## src/rtl/toggle_period_meter_if.sv

```systemverilog
// Result handshake between the toggle period meter and its consumer.
// The producer drives result and status; the consumer drives meas_ready.
interface toggle_period_meter_if #(
  parameter int WIDTH = 16
);
  logic             meas_valid;
  logic             meas_ready;
  logic [WIDTH-1:0] half_period_ms;
  logic             overrun;
  logic             timeout;

  modport master (
    output meas_valid,
    output half_period_ms,
    output overrun,
    output timeout,
    input  meas_ready
  );

  modport slave (
    input  meas_valid,
    input  half_period_ms,
    input  overrun,
    input  timeout,
    output meas_ready
  );
endinterface

```

## src/rtl/toggle_period_meter.sv

```systemverilog
// Measures the time between level changes of an asynchronous input and
// reports each half-period in whole milliseconds over a valid/ready handshake.
module toggle_period_meter #(
  parameter int CLKS_PER_MS = 100_000,
  parameter int WIDTH       = 16,
  parameter int TIMEOUT_MS  = 65535
) (
  input  logic                   clk,
  input  logic                   reset_n,
  input  logic                   enable,
  input  logic                   sig_in,
  toggle_period_meter_if.master  meas
);
  localparam int PW = (CLKS_PER_MS > 2) ? $clog2(CLKS_PER_MS) : 1;

  typedef enum logic [1:0] {
    IDLE,
    WAIT_EDGE,
    MEASURE
  } state_t;

  state_t           state;
  logic [1:0]       sync;
  logic             dly;
  logic             sig_edge;
  logic [PW-1:0]    pre_cnt;
  logic [WIDTH-1:0] ms_cnt;
  logic             valid_q;
  logic [WIDTH-1:0] data_q;
  logic             overrun_q;
  logic             timeout_q;
  logic             accept;

  always_ff @(posedge clk or negedge reset_n) begin
    if (!reset_n) begin
      sync <= '0;
      dly  <= 1'b0;
    end else begin
      sync <= {sync[0], sig_in};
      dly  <= sync[1];
    end
  end

  assign sig_edge = sync[1] ^ dly;
  assign accept   = valid_q & meas.meas_ready;

  // The edge cycle itself counts as the first clock of the new interval,
  // so the prescaler restarts at 1 and ms_cnt equals floor(N / CLKS_PER_MS).
  always_ff @(posedge clk or negedge reset_n) begin
    if (!reset_n) begin
      state     <= IDLE;
      pre_cnt   <= '0;
      ms_cnt    <= '0;
      valid_q   <= 1'b0;
      data_q    <= '0;
      overrun_q <= 1'b0;
      timeout_q <= 1'b0;
    end else if (!enable) begin
      state     <= IDLE;
      pre_cnt   <= '0;
      ms_cnt    <= '0;
      valid_q   <= 1'b0;
      data_q    <= '0;
      overrun_q <= 1'b0;
      timeout_q <= 1'b0;
    end else begin
      timeout_q <= 1'b0;
      if (accept) valid_q <= 1'b0;
      case (state)
        IDLE: state <= WAIT_EDGE;
        WAIT_EDGE: begin
          if (sig_edge) begin
            state   <= MEASURE;
            pre_cnt <= PW'(1);
            ms_cnt  <= '0;
          end
        end
        MEASURE: begin
          if (sig_edge) begin
            data_q  <= ms_cnt;
            valid_q <= 1'b1;
            if (valid_q && !meas.meas_ready) overrun_q <= 1'b1;
            pre_cnt <= PW'(1);
            ms_cnt  <= '0;
          end else if (pre_cnt == PW'(CLKS_PER_MS - 1)) begin
            if (ms_cnt == WIDTH'(TIMEOUT_MS - 1)) begin
              timeout_q <= 1'b1;
              state     <= WAIT_EDGE;
              pre_cnt   <= '0;
              ms_cnt    <= '0;
            end else begin
              pre_cnt <= '0;
              ms_cnt  <= ms_cnt + 1'b1;
            end
          end else begin
            pre_cnt <= pre_cnt + 1'b1;
          end
        end
        default: state <= IDLE;
      endcase
    end
  end

  assign meas.meas_valid     = valid_q;
  assign meas.half_period_ms = data_q;
  assign meas.overrun        = overrun_q;
  assign meas.timeout        = timeout_q;
endmodule

```

## src/flat_wrapper.sv

```systemverilog
// flat-port wrapper written by rule: the top's interface ports become plain ports
module toggle_period_meter_flat 
#(
  parameter int CLKS_PER_MS = 100_000,
  parameter int WIDTH       = 16,
  parameter int TIMEOUT_MS  = 65535
)
  (clk, reset_n, enable, sig_in, meas_meas_valid, meas_half_period_ms, meas_overrun, meas_timeout, meas_meas_ready);
  toggle_period_meter_if #(.WIDTH(WIDTH)) meas_i ();
  input  logic clk;
  input  logic reset_n;
  input  logic enable;
  input  logic sig_in;
  output wire logic [$bits(meas_i.meas_valid)-1:0] meas_meas_valid;
  output wire logic [$bits(meas_i.half_period_ms)-1:0] meas_half_period_ms;
  output wire logic [$bits(meas_i.overrun)-1:0] meas_overrun;
  output wire logic [$bits(meas_i.timeout)-1:0] meas_timeout;
  input wire logic [$bits(meas_i.meas_ready)-1:0] meas_meas_ready;
  assign meas_meas_valid = meas_i.meas_valid;
  assign meas_half_period_ms = meas_i.half_period_ms;
  assign meas_overrun = meas_i.overrun;
  assign meas_timeout = meas_i.timeout;
  assign meas_i.meas_ready = meas_meas_ready;
  toggle_period_meter #(.CLKS_PER_MS(CLKS_PER_MS), .WIDTH(WIDTH), .TIMEOUT_MS(TIMEOUT_MS)) u_core (.clk(clk), .reset_n(reset_n), .enable(enable), .sig_in(sig_in), .meas(meas_i));
endmodule
```

## config.mk

```make
export PLATFORM = sky130hd
export DESIGN_NAME = toggle_period_meter_flat
export DESIGN_NICKNAME = d
export VERILOG_FILES = /design/src/rtl/toggle_period_meter_if.sv /design/src/rtl/toggle_period_meter.sv /design/src/flat_wrapper.sv
export SDC_FILE = /design/constraint.sdc
export NUM_CORES = 1
export LEC_CHECK = 0
export BUFFER_PORTS_ARGS = -buffer_cell sky130_fd_sc_hd__buf_2
export CAP_MARGIN = 20
export CORE_ASPECT_RATIO = 0.5
export CORE_MARGIN = 1
export CORE_UTILIZATION = 39
export CTS_CLUSTER_SIZE = 30
export DETAILED_ROUTE_END_ITERATION = 8
export SYNTH_ARGS = -nofsm -noshare
export SYNTH_HDL_FRONTEND = slang
export SYNTH_SLANG_ARGS = --single-unit
```

## constraint.sdc

```tcl
create_clock -name clk -period 3.2 [get_ports clk]
set_input_delay 0 -clock clk [delete_from_list [all_inputs] [get_ports clk]]
set_output_delay 0 -clock clk [all_outputs]
set_load 0.01 [all_outputs]
```

# --- Word level (Yosys, flattened, before mapping) ---
# Cells that the tools add are included.
classes:
  add_sub_neg: 2
  n_eq_ne: 13
  mux: 33
  bitwise_logic: 2
  n_reduce_logical: 8
op_table:
  columns: ["cell", "n"]
  rows:
  - ["2-to-1 mux 16 bit", 8]
  - ["2-to-1 mux 17 bit", 4]
  - ["case mux 17 bit (2 select lines)", 1]
  - ["case mux 16 bit (2 select lines)", 1]
  - ["adder 17 x 1 -> 17 bit, second input constant", 1]
  - ["== test 17 bit, second input constant", 1]
  - ["adder 16 x 1 -> 16 bit, second input constant", 1]
  - ["== test 16 bit, second input constant", 1]
  - ["2-to-1 mux 1 bit", 13]
  - ["2-to-1 mux 2 bit", 5]
  - ["!= test 3 x 2 -> 1 bit, second input constant", 3]
  - ["!= test 2 x 1 -> 1 bit, second input constant", 3]
  - ["case mux 2 bit (3 select lines)", 1]
  - ["AND reduction 3 bit", 2]
  - ["!= test 4 x 2 -> 1 bit, second input constant", 1]
  - ["AND reduction 2 bit", 2]
  - ["AND reduction 4 bit", 1]
  - ["!= test 3 x 1 -> 1 bit, second input constant", 1]
  - ["!= test 3 bit, second input constant", 1]
  - ["== test 2 x 1 -> 1 bit, second input constant", 1]
  - ["== test 2 bit, second input constant", 1]
  - ["zero test 2 bit", 1]
  - ["AND 1 bit", 1]
  - ["logical AND 1 bit", 1]
  - ["other kinds (2)", 2]
totals:
  regBits: 57
  input_bits: 5
  output_inout_bits: 19
  elab_cells: 67

# --- Longest topological paths before layout ---
# Gate-level depths: netlist of run 1.
depth:
  depth_word: 6
  depth_mapped: 8
  ltp_nobuf: 7

# --- Worst setup path before layout of run 1 ---
# No wires, ideal clock.
synth_path:
  path_kind: "register to register"
  start: "reg u_core.pre_cnt[11]"
  end: "reg u_core.ms_cnt[5]"
  setup_time_ns: 0.066
  arrival_time_ns: 2.410
  t_required_ns: 3.134
  slack_ns: 0.724
  path_stages_with_launch: 7
  path_buffers: 1
  period_less_slack_ns: 2.476
  cell_sequence: "dfrtp_1 > or4b_1 > or4_1 > buf_2 > a211o_4 > or4_1 > nand2_1"
synth_via:
  elab_chain_len: 3
synth_rtl:
  columns: ["item", "line_no", "rtl"]
  rows:
  - ["from (decl)", "toggle_period_meter.sv:26", "logic [PW-1:0] pre_cnt;"]
  - ["from (signal assigned)", "toggle_period_meter.sv:96", "pre_cnt <= pre_cnt + 1'b1;"]
  - ["== test 17 bit", "toggle_period_meter.sv:85", "end else if (pre_cnt == PW'(CLKS_PER_MS - 1)) begin"]
  - ["!= test 4 x 2 -> 1 bit (no line)", null, null]
  - ["AND reduction 3 bit (no line)", null, null]
  - ["to (signal assigned)", "toggle_period_meter.sv:93", "ms_cnt <= ms_cnt + 1'b1;"]
  - ["to (decl)", "toggle_period_meter.sv:27", "logic [WIDTH-1:0] ms_cnt;"]
# Every way passes these cells.
# A chain may end at the register's enable or synchronous reset.

# --- Worst setup path after layout of run 1 ---
# Ends and elaborated chain as after synthesis.

==> impl_summary.txt, run 1 <==
----------------------------------------------------
[Run status]
  Result of the run ... finished clean

[CTS]
  Clock tree from TritonCTS ... built
  Post-cts gate resize count ... 0
  Number of buffers added by the clock tree synthesis step ... 9
  Maximum root-to-sink buffer count ... 2
  Buffer cell driving the clock tree root ... clkbuf_16
  Clock transition at the registers of the reported paths ... 0.05 ns
  Insertion delay of the later-clocked pin in the worst-skew pair ... 0.33 ns
  Htree depth ... 3
  Clk sink count ... 57

[Global routing]
  Antenna violations before repair ... 0
  Vias in the first global route ... 2,209
  Congestion Overflow GR ... 0
  Global-route wire length before repair ... 10.9 mm
  GRT Resource Usage Total ... 19.4%
  Pin count of the biggest net entering global routing ... 44

[Yosys]
  Number of flops mapped to enable cells by yosys ... 0
  Main combinational cell family by area after synthesis ... compound AO/OA/AOI/OAI gates
  Area fraction in compound gates after synthesis ... 21.8%
  Net count after synthesis ... 299
  Summed instance area of the synthesized netlist ... 0.00279 mm2
  Synthesized-area fraction occupied by and/or/nand/nor cells ... 19.5%
  Number of warning messages in the yosys log ... 0
  Top_reg_cell synth ... dfrtp_1
  Adder-cell share of the synthesized area ... 1.35%
  Async S/R FF share, synth ... 100%
  Library cells used by synthesis ... 38
  Register bit total from synthesis ... 57
  Multiplexer fraction of the synthesized cell area ... 0%
  Syn Area/Cell ... 9.59 um2
  Sequential element share of the synthesized area ... 51.1%
  Cell count after synthesis ... 291
  Synthesized-area fraction occupied by xor and xnor cells ... 2.83%

[Pwr]
  PD cells ... 554 mW/mm2
  Seq pwr share ... 38.9%
  Int Power ... 1.50 mW
  Sw Ratio ... 20.8%
  Lkg Pwr ... 1.46 nW
  Largest vdd supply drop ... 0.000308 V
  Part of the total power dissipated in the clock network ... 56.0%
  Logic gate share of total power ... 5.0%
  Switching power ... 0.393 mW
  Post-layout total power ... 1.89 mW

[Hold path]
  Worst min path class ... input pin to flip-flop
  Worst hold path startpoint ... sig_in

[Place]
  Routability cong. ... 0.825
  Post-placement setup slack ... 0.577 ns
  Number of port buffers ... 23
  Number of placed cells counting well taps ... 403
  HPWL Detailed ... 4.34 mm

[Finish]
  Count of antenna diodes in the layout ... 0
  Fraction of final layout cells with drive strength greater than 1 ... 14.8%
  NumNets Final ... 334
  Final-layout fill cell count ... 614
  Signed area change from the synthesized netlist to the final layout ... 22.4%
  Post-layout instance count excluding filler cells ... 422

[Die]
  Total die area ... 0.00752 mm2
  Horizontal die dimension ... 122 um
  Initial core utilization ... 41.0%
  I/O Pins ... 24
  Std-Cell Core Area ... 0.00681 mm2
  Die height ... 61.8 um
  Standard-cell rows ... 21

[Critical path]
  Data required time of the critical path ... 3.47 ns
  Critical path origin ... u_core.pre_cnt[11]$_DFFE_PN0P_
  Type of the worst setup path ... flip-flop to flip-flop
  Arrival time of data at the critical path endpoint ... 2.92 ns
  Critical-path maximum fanout ... 10
  Reg-to-reg startpoint ... u_core.pre_cnt[11]$_DFFE_PN0P_
  Critical path launch point type ... flip-flop
  Worst Setup End Kind ... flip-flop

[Routing]
  Remaining routing DRC violations ... 0
  1st-iter DRT viols ... 136
  Avg WL per Cell ... 15.7 um
  Total routed wirelength ... 6.62 mm
  Total via count in the routed design ... 2,350
  First-pass DRT Iterations ... 4
  Routed via count divided by cell count ... 5.57
  Final antenna-violating net count ... 0

[Job]
  Max-cap check violation count ... 0

[STA]
  Final setup TNS ... 0 ns
  Max Clock Skew ... 0.00548 ns
  Unrepaired setup endpoints after global routing ... false
  Max-slew violation count ... 0
  Headroom to the max-slew limit ... 33.8%
  Endpoints failing setup ... 0
  Worst-case setup margin in the final layout ... 0.548 ns
  Final period util ... 82.9%
  Worst-margin pin slew ... 0.993 ns
  Final hold viol count ... 0
  F_max ... 0.377 GHz
  Worst hold slack ... 0.323 ns
  Shortest period the worst path allows ... 2.65 ns

----------------------------------------------------
==> sequential cells by signal, indices dropped and copies added (netlist names) <==
register and count:
u_core.state 2, u_core.meas.overrun 1, u_core.dly 1, u_core.pre_cnt 17, u_core.ms_cnt 16, u_core.meas.half_period_ms 16, u_core.meas.timeout 1, u_core.meas.meas_valid 1
u_core.sync 2
==> metal layers <==
metal	vias up	global-route usage [%]	part of all wire, %
li1	1145	-	-
met1	1150	25.3	50
met2	44	31.3	45
met3	11	4.38	3.7
met4	0	9.52	1.3
met5	-	0	0
==> stage by stage <==
stage | instance area (um2) | utilization, %
6_report | 3420 | 50.2
5_1_grt | 3420 | 50.2
4_1_cts | 3420 | 50.2
3_5_place_dp | 3050 | 44.8
3_3_place_gp | 3050 | 44.8
2_1_floorplan | 2790 | -
==> repair_timing <==
action	4_1_cts	5_1_grt
setup buffers	0	0
hold endpoints to repair	46	0
hold buffers	4	0
==> cell usage in the layout, fill, tap and decap left out, types with 8 or more instances in the layout <==
cell type / synthesis / routed
inv_1: 12 / 12
nor3_1: 9 / 9
buf_4: 0 / 10
o21ai_0: 31 / 31
a22o_1: 17 / 17
nor2_1: 25 / 25
xor2_1: 8 / 8
buf_2: 1 / 23
dfrtp_1: 57 / 57
a21oi_1: 14 / 14
nand3_1: 15 / 15
nand2_1: 22 / 22
clkbuf_16: 0 / 9
==> worst max-delay path: stages, from the launching register on <==
cell and delay, ns:
dfrtp_1 0.43, or4b_1 0.58, or4_1 0.66, a211o_4 0.37, or4_1 0.48, nand2_1 0.08
==> layout make-up <==
type | instances | area [um2] | share of cell area, %
Multi-Input combinational cell | 209 | 1270 | 37.1
Inverter | 12 | 45.0 | 1.32
Clock inverter | 2 | 60.1 | 1.76
Timing Repair Buffer | 37 | 230 | 6.74
Clock buffer | 13 | 270 | 7.91
Sequential cell | 57 | 1430 | 41.8
Tap cell | 92 | 115 | 3.37
==> synthesized netlist by cell type, types with 6 or more instances <==
library cell	count	area share (%)
dfrtp_1	57	51
o21ai_0	31	5.6
nor2_1	25	3.4
nand2_1	22	3.0
a22o_1	17	5.3
nand3_1	15	2.7
a21oi_1	14	2.5
clkbuf_1	12	1.6
inv_1	12	1.6
nor3_1	9	1.6
xor2_1	8	2.5
a211oi_1	7	1.9
o31ai_1	7	1.9
or3_1	6	1.3
==> cell families (layout without fill, tap and decap cells) <==
group	count (synthesis)	after routing
AOI/OAI and AO/OA	91	91
xor gates and xnor gates	9	9
adders and majority gates	3	3
buffers and inverters	25	64
DFF	57	57
and+or+nand+nor	106	106
==> power groups by stage <==
stage / combinational, mW / sequential (mW) / clock, mW
floorplan: 0.0509 / 0.747 / 0
global route: 0.107 / 0.737 / 1.10
detailed placement: 0.0923 / 0.748 / 0
global placement: 0.0899 / 0.748 / 0
finish: 0.0948 / 0.737 / 1.06
CTS: 0.0965 / 0.737 / 1.08
==> final timing paths <==
kind	endpoint	slack [ns]	cells past startpoint
worst max-delay path	u_core.ms_cnt[5]$_DFFE_PN0P_	0.55	5
worst min-delay path	u_core.sync[0]$_DFF_PN0_	0.32	2
worst max register to register	u_core.ms_cnt[5]$_DFFE_PN0P_	0.55	5
worst min register to register	u_core.sync[1]$_DFF_PN0_	0.35	0
max in group asynchronous	u_core.ms_cnt[1]$_DFFE_PN0P_	2.05	3
min in group asynchronous	u_core.meas.half_period_ms[14]$_DFFE_PN0P_	0.38	2
Note: power is estimated with default switching activity, not from simulation.
==> inputs of run 2 (changes only) <==
Settings changed: ABC_AREA from default to 1.
Clock period 3.2 ns to 2.2 ns, I/O delays scaled along.
==> run 2 against run 1 <==
Clock skew is 0.0017 ns higher. Non-clock buffer count fell by 7. Worst setup slack worse by 0.025 ns. Critical path depth rose by 4. Synthesized area grew 9.4%. Via count rose by 8.7%. Register-to-register slack worse by 0.02 ns. Worst hold slack improved by 0.0037 ns. Utilization is 1.2 points lower. First-iteration DRC count is 41% higher. Critical path type unchanged. Critical endpoint is now u_core.ms_cnt[12]$_DFFE_PN0P_.
==> impl_summary.txt, run 2 <==
----------------------------------------------------
[Critical path]
  Critical-path maximum fanout ... 10 (unchanged)
  Worst Setup End Kind ... flip-flop
  Arrival time of data at the critical path endpoint ... 1.91 ns (-1.01 ns)
  Critical path launch point type ... flip-flop
  Type of the worst setup path ... flip-flop to flip-flop
  Data required time of the critical path ... 2.44 ns (-1.03 ns)

[STA]
  Final period util ... 76.2% (-6.7 points)
  Final setup TNS ... 0 ns (unchanged)
  Shortest period the worst path allows ... 1.68 ns (-0.975 ns)
  F_max ... 0.597 GHz (+58%)
  Headroom to the max-slew limit ... 51.8% (+18 points)
  Unrepaired setup endpoints after global routing ... false
  Final hold viol count ... 0 (unchanged)
  Max-slew violation count ... 0 (unchanged)
  Max Clock Skew ... 0.00717 ns (+0.00169 ns)
  Worst-margin pin slew ... 0.723 ns (-0.270 ns)
  Endpoints failing setup ... 0 (unchanged)

[CTS]
  Number of buffers added by the clock tree synthesis step ... 9 (unchanged)
  Clock transition at the registers of the reported paths ... 0.05 ns (about the same)
  Buffer cell driving the clock tree root ... clkbuf_16
  Post-CTS setup buffer count ... 0 (unchanged)
  Quantity of hold-fixing buffers added after cts ... 5 (+1)
  Insertion delay of the later-clocked pin in the worst-skew pair ... 0.33 ns (about the same)
  Maximum root-to-sink buffer count ... 2 (unchanged)
  Clk sink count ... 57 (unchanged)
  Htree depth ... 3 (unchanged)
  Clock tree from TritonCTS ... built
  Post-cts gate resize count ... 0 (unchanged)

[Finish]
  Total area of multi-input combinational cells ... 0.00133 mm2 (+4.4%)
  Final-layout fill cell count ... 756 (+23%)
  Post-layout instance count excluding filler cells ... 548 (+30%)
  NumNets Final ... 443 (+33%)
  Seq. cell area ... 0.00143 mm2 (unchanged)
  Fin util ... 49.0% (-1.2 points)
  Most common cell after layout, fill and taps aside ... nand2_1
  Signed area change from the synthesized netlist to the final layout ... 19.7%
  Max FFs per register ... 17 (unchanged)
  Fraction of final layout cells with drive strength greater than 1 ... 13.6% (-1.2 points)
  Count of antenna diodes in the layout ... 0 (unchanged)
  Most flop-heavy register ... u_core.pre_cnt
  Most frequent cells in the layout ... nand2_1 (103), inv_1 (62), dfrtp_1 (57)

[Die]
  Die height ... 64.6 um (+4.4%)
  Std-Cell Core Area ... 0.00746 mm2 (+9.6%)
  I/O Pins ... 24 (unchanged)
  Standard-cell rows ... 22 (+4.8%)
  Total die area ... 0.00820 mm2 (+9.1%)
  Horizontal die dimension ... 127 um (+4.5%)
  Initial core utilization ... 40.9% (-0.091 points)

[Routing]
  First-pass DRT Iterations ... 4 (unchanged)
  Remaining routing DRC violations ... 0 (unchanged)
  Routed via count divided by cell count ... 4.66 (-16%)
  Final antenna-violating net count ... 0 (unchanged)
  Avg WL per Cell ... 12.1 um (-23%)
  Total via count in the routed design ... 2,555 (+8.7%)
  Total routed wirelength ... 6.64 mm (+0.39%)
  1st-iter DRT viols ... 192 (+41%)

[Yosys]
  Async S/R FF share, synth ... 100% (unchanged)
  Cell count after synthesis ... 400 (+37%)
  Register bit total from synthesis ... 57 (unchanged)
  Library cells used by synthesis ... 25 (-34%)
  Leading area contributor after synthesis ... dfrtp_1
  Sequential element share of the synthesized area ... 46.7% (-4.4 points)
  Area fraction of the dominant cell type after synthesis ... 46.7% (-4.4 points)
  Summed instance area of the synthesized netlist ... 0.00305 mm2 (+9.4%)
  Number of warning messages in the yosys log ... 0 (unchanged)
  Most frequent cell after synthesis ... nand2_1
  Syn Area/Cell ... 7.63 um2 (-20%)
  Net count after synthesis ... 408 (+36%)
  Number of flops mapped to enable cells by yosys ... 0 (unchanged)
  Ranking of synthesized cells by instance count ... nand2_1 (103), inv_1 (62), dfrtp_1 (57)
  Top_reg_cell synth ... dfrtp_1
  Top post-synthesis cells by area ... dfrtp_1 (47%), nand2_1 (13%), inv_1 (7.6%)

[Hold path]
  Worst min path class ... input pin to flip-flop

[Global routing]
  Antenna violations before repair ... 0 (unchanged)
  Pin count of the biggest net entering global routing ... 58 (+32%)
  Congestion Overflow GR ... 0 (unchanged)
  GRT Resource Usage Total ... 19.1% (-0.24 points)
  Global-route wire length before repair ... 12.0 mm (+10%)
  Vias in the first global route ... 2,518 (+14%)

[Place]
  HPWL Detailed ... 4.40 mm (+1.2%)
  Number of port buffers ... 23 (unchanged)
  Number of placed cells counting well taps ... 527 (+31%)
  Routability cong. ... 0.803 (-2.7%)

[Pwr]
  PD cells ... 835 mW/mm2 (+51%)
  Largest vdd supply drop ... 0.000340 V (+10%)
  Lkg Pwr ... 1.69 nW (+16%)

[Job]
  Max-cap check violation count ... 0 (unchanged)

[Run status]
  Result of the run ... finished clean

----------------------------------------------------
## run 2: changes by cell type after synthesis, sizes merged, moves of 7 or more
cell	before	now
nand2	22	108
inv	12	64
nor2	25	57
nand3	15	33
a22o	17	0
clkbuf	12	0
o22ai	1	12
a21oi	14	5
a211oi	7	0
nand4	5	12
o21ai	31	24
o31ai	7	0
## run 2: final timing paths
path                                                    from                             end  slack (ns)  cells after the start
worst max-delay path            u_core.ms_cnt[0]$_DFFE_PN0P_   u_core.ms_cnt[12]$_DFFE_PN0P_        0.52                      9
min in group asynchronous                            reset_n  u_core.pre_cnt[12]$_DFFE_PN0P_        0.36                      3
worst min register to register      u_core.sync[0]$_DFF_PN0_        u_core.sync[1]$_DFF_PN0_        0.36                      0
worst min-delay path                                  sig_in        u_core.sync[0]$_DFF_PN0_        0.33                      2
worst max register to register  u_core.ms_cnt[0]$_DFFE_PN0P_   u_core.ms_cnt[12]$_DFFE_PN0P_        0.52                      9
max in group asynchronous                            reset_n    u_core.ms_cnt[0]$_DFFE_PN0P_        1.37                      3
## run 2: through the flow
step,worst slack [ns],total power [mW],hold WS [ns],instance area (um2)
2_1_floorplan,0.798,1.43,-0.296,3050
3_3_place_gp,0.533,1.51,0.109,3260
3_5_place_dp,0.517,1.51,0.109,3260
4_1_cts,0.485,3.10,0.300,3650
5_1_grt,0.310,3.20,0.330,3650
6_report,0.524,3.05,0.326,3650
## run 2: area by class of cell
class                           count  share of cell area, %
Clock inverter                      4                   2.02
Multi-Input combinational cell    272                   36.3
Inverter                           65                   6.71
Timing Repair Buffer               30                   4.93
Tap cell                          108                   3.70
Sequential cell                    57                   39.1
Clock buffer                       12                   7.30
## run 2: layer usage
layer  global-route usage, %  vias up  part of all wire, %
met5                       0        -                    0
met4                    6.55        0                  1.4
met3                    5.95       10                  3.6
met2                    31.0       43                   45
met1                    24.4     1164                   50
li1                        -     1338                    -
## run 2: where the power goes
group	internal, mW	switching [mW]	total [mW]
Clock	1.08	0.478	1.56
Sequential	1.08	0.0218	1.10
Combinational	0.0971	0.288	0.385
## run 2: critical path, cell delays in order (launching register included)
cell and delay, ns:
dfrtp_1 0.39, inv_1 0.08, ha_1 0.20, inv_1 0.05, nor2_1 0.04, nand2_1 0.10
nor2_4 0.06, nor2_4 0.18, nand3_2 0.24, o21ai_0 0.25
## run 2: logic make-up after synthesis
kind of cell,after synthesis,synth area share [%]
buffers and inverters,71,9.84
and+or+nand+nor,221,32.6
DFF,57,46.7
AOI/OAI and AO/OA,41,7.59
adders and majority gates,3,1.23
xor gates and xnor gates,7,2.01
==> inputs of run 3 (changes only) <==
Clock period 2.2 ns to 1.8 ns, I/O delays scaled along.
==> run 3 against run 2 <==
Sequential power grew 23%. Final cell count up 0.73%. Non-clock buffer count is 4 higher. Die area unchanged. Flip-flop and latch count unchanged. Critical path depth is the same. Global-route usage up 0.38 points. First-iteration DRC count is 15% lower. Worst hold slack got worse by 0.17 ns. Sequential share of layout area about the same. Via count increased by 1.6%. Largest power group unchanged.
==> impl_summary.txt, run 3 (same netlist as run 2, synthesis figures left out) <==
----------------------------------------------------
[STA]
  Unrepaired setup endpoints after global routing ... true
  Headroom to the max-slew limit ... 69.0% (+17 points)
  Final setup TNS ... 0 ns (unchanged)
  Final hold viol count ... 0 (unchanged)
  Final period util ... 89.4% (+13 points)
  Endpoints failing setup ... 0 (unchanged)
  Worst-margin pin slew ... 0.465 ns (-0.258 ns)
  Shortest period the worst path allows ... 1.61 ns (-0.0678 ns)
  Max-slew violation count ... 0 (unchanged)
  Max Clock Skew ... 0.00883 ns (+0.00167 ns)
  F_max ... 0.622 GHz (+4.2%)

[Critical path]
  Critical-path maximum fanout ... 10 (unchanged)
  Type of the worst setup path ... flip-flop to flip-flop
  CP cell instances ... inv_1, ha_1, inv_1, nor2_1, nand2_1, nor2_4, nor2_4, nand3_2, o21ai_0
  Reg-to-reg startpoint ... u_core.ms_cnt[0]$_DFFE_PN0P_
  Worst Setup End Kind ... flip-flop
  Data required time of the critical path ... 2.04 ns (-0.40 ns)
  Slowest cell on the critical path ... dfrtp_1
  Arrival time of data at the critical path endpoint ... 1.85 ns (-0.06 ns)
  Critical path origin ... u_core.ms_cnt[0]$_DFFE_PN0P_
  Crit-path max cell delay ... 0.40 ns (about the same)
  Critical path launch point type ... flip-flop

[Finish]
  Count of antenna diodes in the layout ... 0 (unchanged)
  Fin util ... 48.9% (about the same)
  Final-layout fill cell count ... 747 (-1.2%)
  Signed area change from the synthesized netlist to the final layout ... 19.6% (about the same)
  NumNets Final ... 447 (+0.90%)
  Total area of multi-input combinational cells ... 0.00133 mm2 (+0.38%)
  Most flop-heavy register ... u_core.pre_cnt
  Most frequent cells in the layout ... nand2_1 (103), inv_1 (62), dfrtp_1 (57)
  Fraction of final layout cells with drive strength greater than 1 ... 13.7% (+0.10 points)
  Most common cell after layout, fill and taps aside ... nand2_1
  Max FFs per register ... 17 (unchanged)
  Seq. cell area ... 0.00143 mm2 (unchanged)

[Routing]
  1st-iter DRT viols ... 163 (-15%)
  Routed via count divided by cell count ... 4.70 (+0.83%)
  Remaining routing DRC violations ... 0 (unchanged)
  Met2 Routed Length ... 2.96 mm (-1.1%)
  Final antenna-violating net count ... 0 (unchanged)
  Avg WL per Cell ... 12.2 um (+0.59%)
  Detail Route met3 WL ... 212 um (-11%)
  First-pass DRT Iterations ... 5 (+1)
  Total routed wirelength ... 6.73 mm (+1.3%)
  Total via count in the routed design ... 2,595 (+1.6%)
  Highest signal layer in the routed design ... met4
  Met1 Routed Length ... 3.51 mm (+5.7%)

[Die]
  Standard-cell rows ... 22 (unchanged)
  Die height ... 64.6 um (unchanged)
  Horizontal die dimension ... 127 um (unchanged)
  Initial core utilization ... 40.9% (unchanged)
  Std-Cell Core Area ... 0.00746 mm2 (unchanged)
  Total die area ... 0.00820 mm2 (unchanged)
  I/O Pins ... 24 (unchanged)

[Global routing]
  Vias in the first global route ... 2,599 (+3.2%)
  Antenna violations before repair ... 0 (unchanged)
  GRT Resource Usage Total ... 19.5% (+0.38 points)
  Pin count of the biggest net entering global routing ... 28 (-52%)
  Congestion Overflow GR ... 0 (unchanged)
  Global-route wire length before repair ... 12.3 mm (+3.2%)

[Place]
  HPWL Detailed ... 4.76 mm (+8.4%)
  Routability cong. ... 0.800 (-0.34%)
  Number of port buffers ... 23 (unchanged)

[Pwr]
  Lkg Pwr ... 1.69 nW (about the same)
  PD cells ... 956 mW/mm2 (+14%)
  Largest vdd supply drop ... 0.000539 V (+59%)

[Hold path]
  Worst min path class ... input pin to async pin

[CTS]
  Clk sink count ... 57 (unchanged)
  Maximum root-to-sink buffer count ... 2 (unchanged)
  Buffer cell driving the clock tree root ... clkbuf_16
  Number of buffers added by the clock tree synthesis step ... 9 (unchanged)
  Insertion delay of the later-clocked pin in the worst-skew pair ... 0.33 ns (about the same)
  Clock transition at the registers of the reported paths ... 0.05 ns (about the same)
  Clock tree from TritonCTS ... built
  Htree depth ... 3 (unchanged)

[Job]
  Max-cap check violation count ... 0 (unchanged)

[Run status]
  Result of the run ... finished clean

----------------------------------------------------
## run 3: worst paths after layout
kind	slack (ns)	cells past startpoint	end
worst min-delay path	0.16	2	u_core.pre_cnt[11]$_DFFE_PN0P_
worst min register to register	0.35	0	u_core.sync[1]$_DFF_PN0_
worst max-delay path	0.19	9	u_core.ms_cnt[4]$_DFFE_PN0P_
worst max register to register	0.19	9	u_core.ms_cnt[4]$_DFFE_PN0P_
max in group asynchronous	1.07	3	u_core.ms_cnt[4]$_DFFE_PN0P_
min in group clk	0.33	2	u_core.sync[0]$_DFF_PN0_
## run 3: what timing repair did
item,4_1_cts,5_1_grt
setup buffers,0,0
hold buffers,5,0
hold endpoints to repair,37,0
endpoints found under the setup margin,0,5
gates resized for setup,0,3
## run 3: power breakdown
group	internal, mW	total [mW]	switching, mW
Clock	1.10	1.67	0.565
Sequential	1.32	1.35	0.0273
Combinational	0.125	0.470	0.346
Total	2.55	3.49	0.938
## run 3: through the flow
| step | instance area, um2 | instances | worst slack, ns | hold WS (ns) | power (mW) |
|---|---|---|---|---|---|
| global placement | 3300 | 531 | 0.159 | -0.0353 | 1.84 |
| CTS | 3640 | 552 | 0.121 | 0.160 | 3.53 |
| detailed placement | 3300 | 531 | 0.158 | -0.0272 | 1.84 |
| global route | 3650 | 552 | -0.0118 | 0.207 | 3.66 |
| floorplan | 3050 | 400 | 0.398 | -0.296 | 1.75 |
| finish | 3650 | 552 | 0.191 | 0.158 | 3.49 |
## run 3: per-layer routing
metal  vias up  GRT usage (%)
li1       1348              -
met1      1216           26.1
met2        26           30.5
met3         5           6.28
met4         0           5.36
met5         -              0
## run 3: critical path: cells and delay by family, from the launching register on
| kind | cells | cell delay [ns] |
|---|---|---|
| AO/OA/AOI/OAI | 1 | 0.21 |
| adder cells (fa/ha/maj) | 1 | 0.19 |
| buffers and inverters | 2 | 0.14 |
| flip-flops | 1 | 0.40 |
| AND/OR/NAND/NOR | 5 | 0.58 |
## run 3: area by class of cell
cell class | count | share of cell area, %
clock buffer | 13 | 6.86
inverter | 65 | 6.72
multi-input combinational | 272 | 36.4
timing repair buffer | 34 | 6.10
sequential | 57 | 39.1
clock inverter | 3 | 1.10
tap | 108 | 3.70
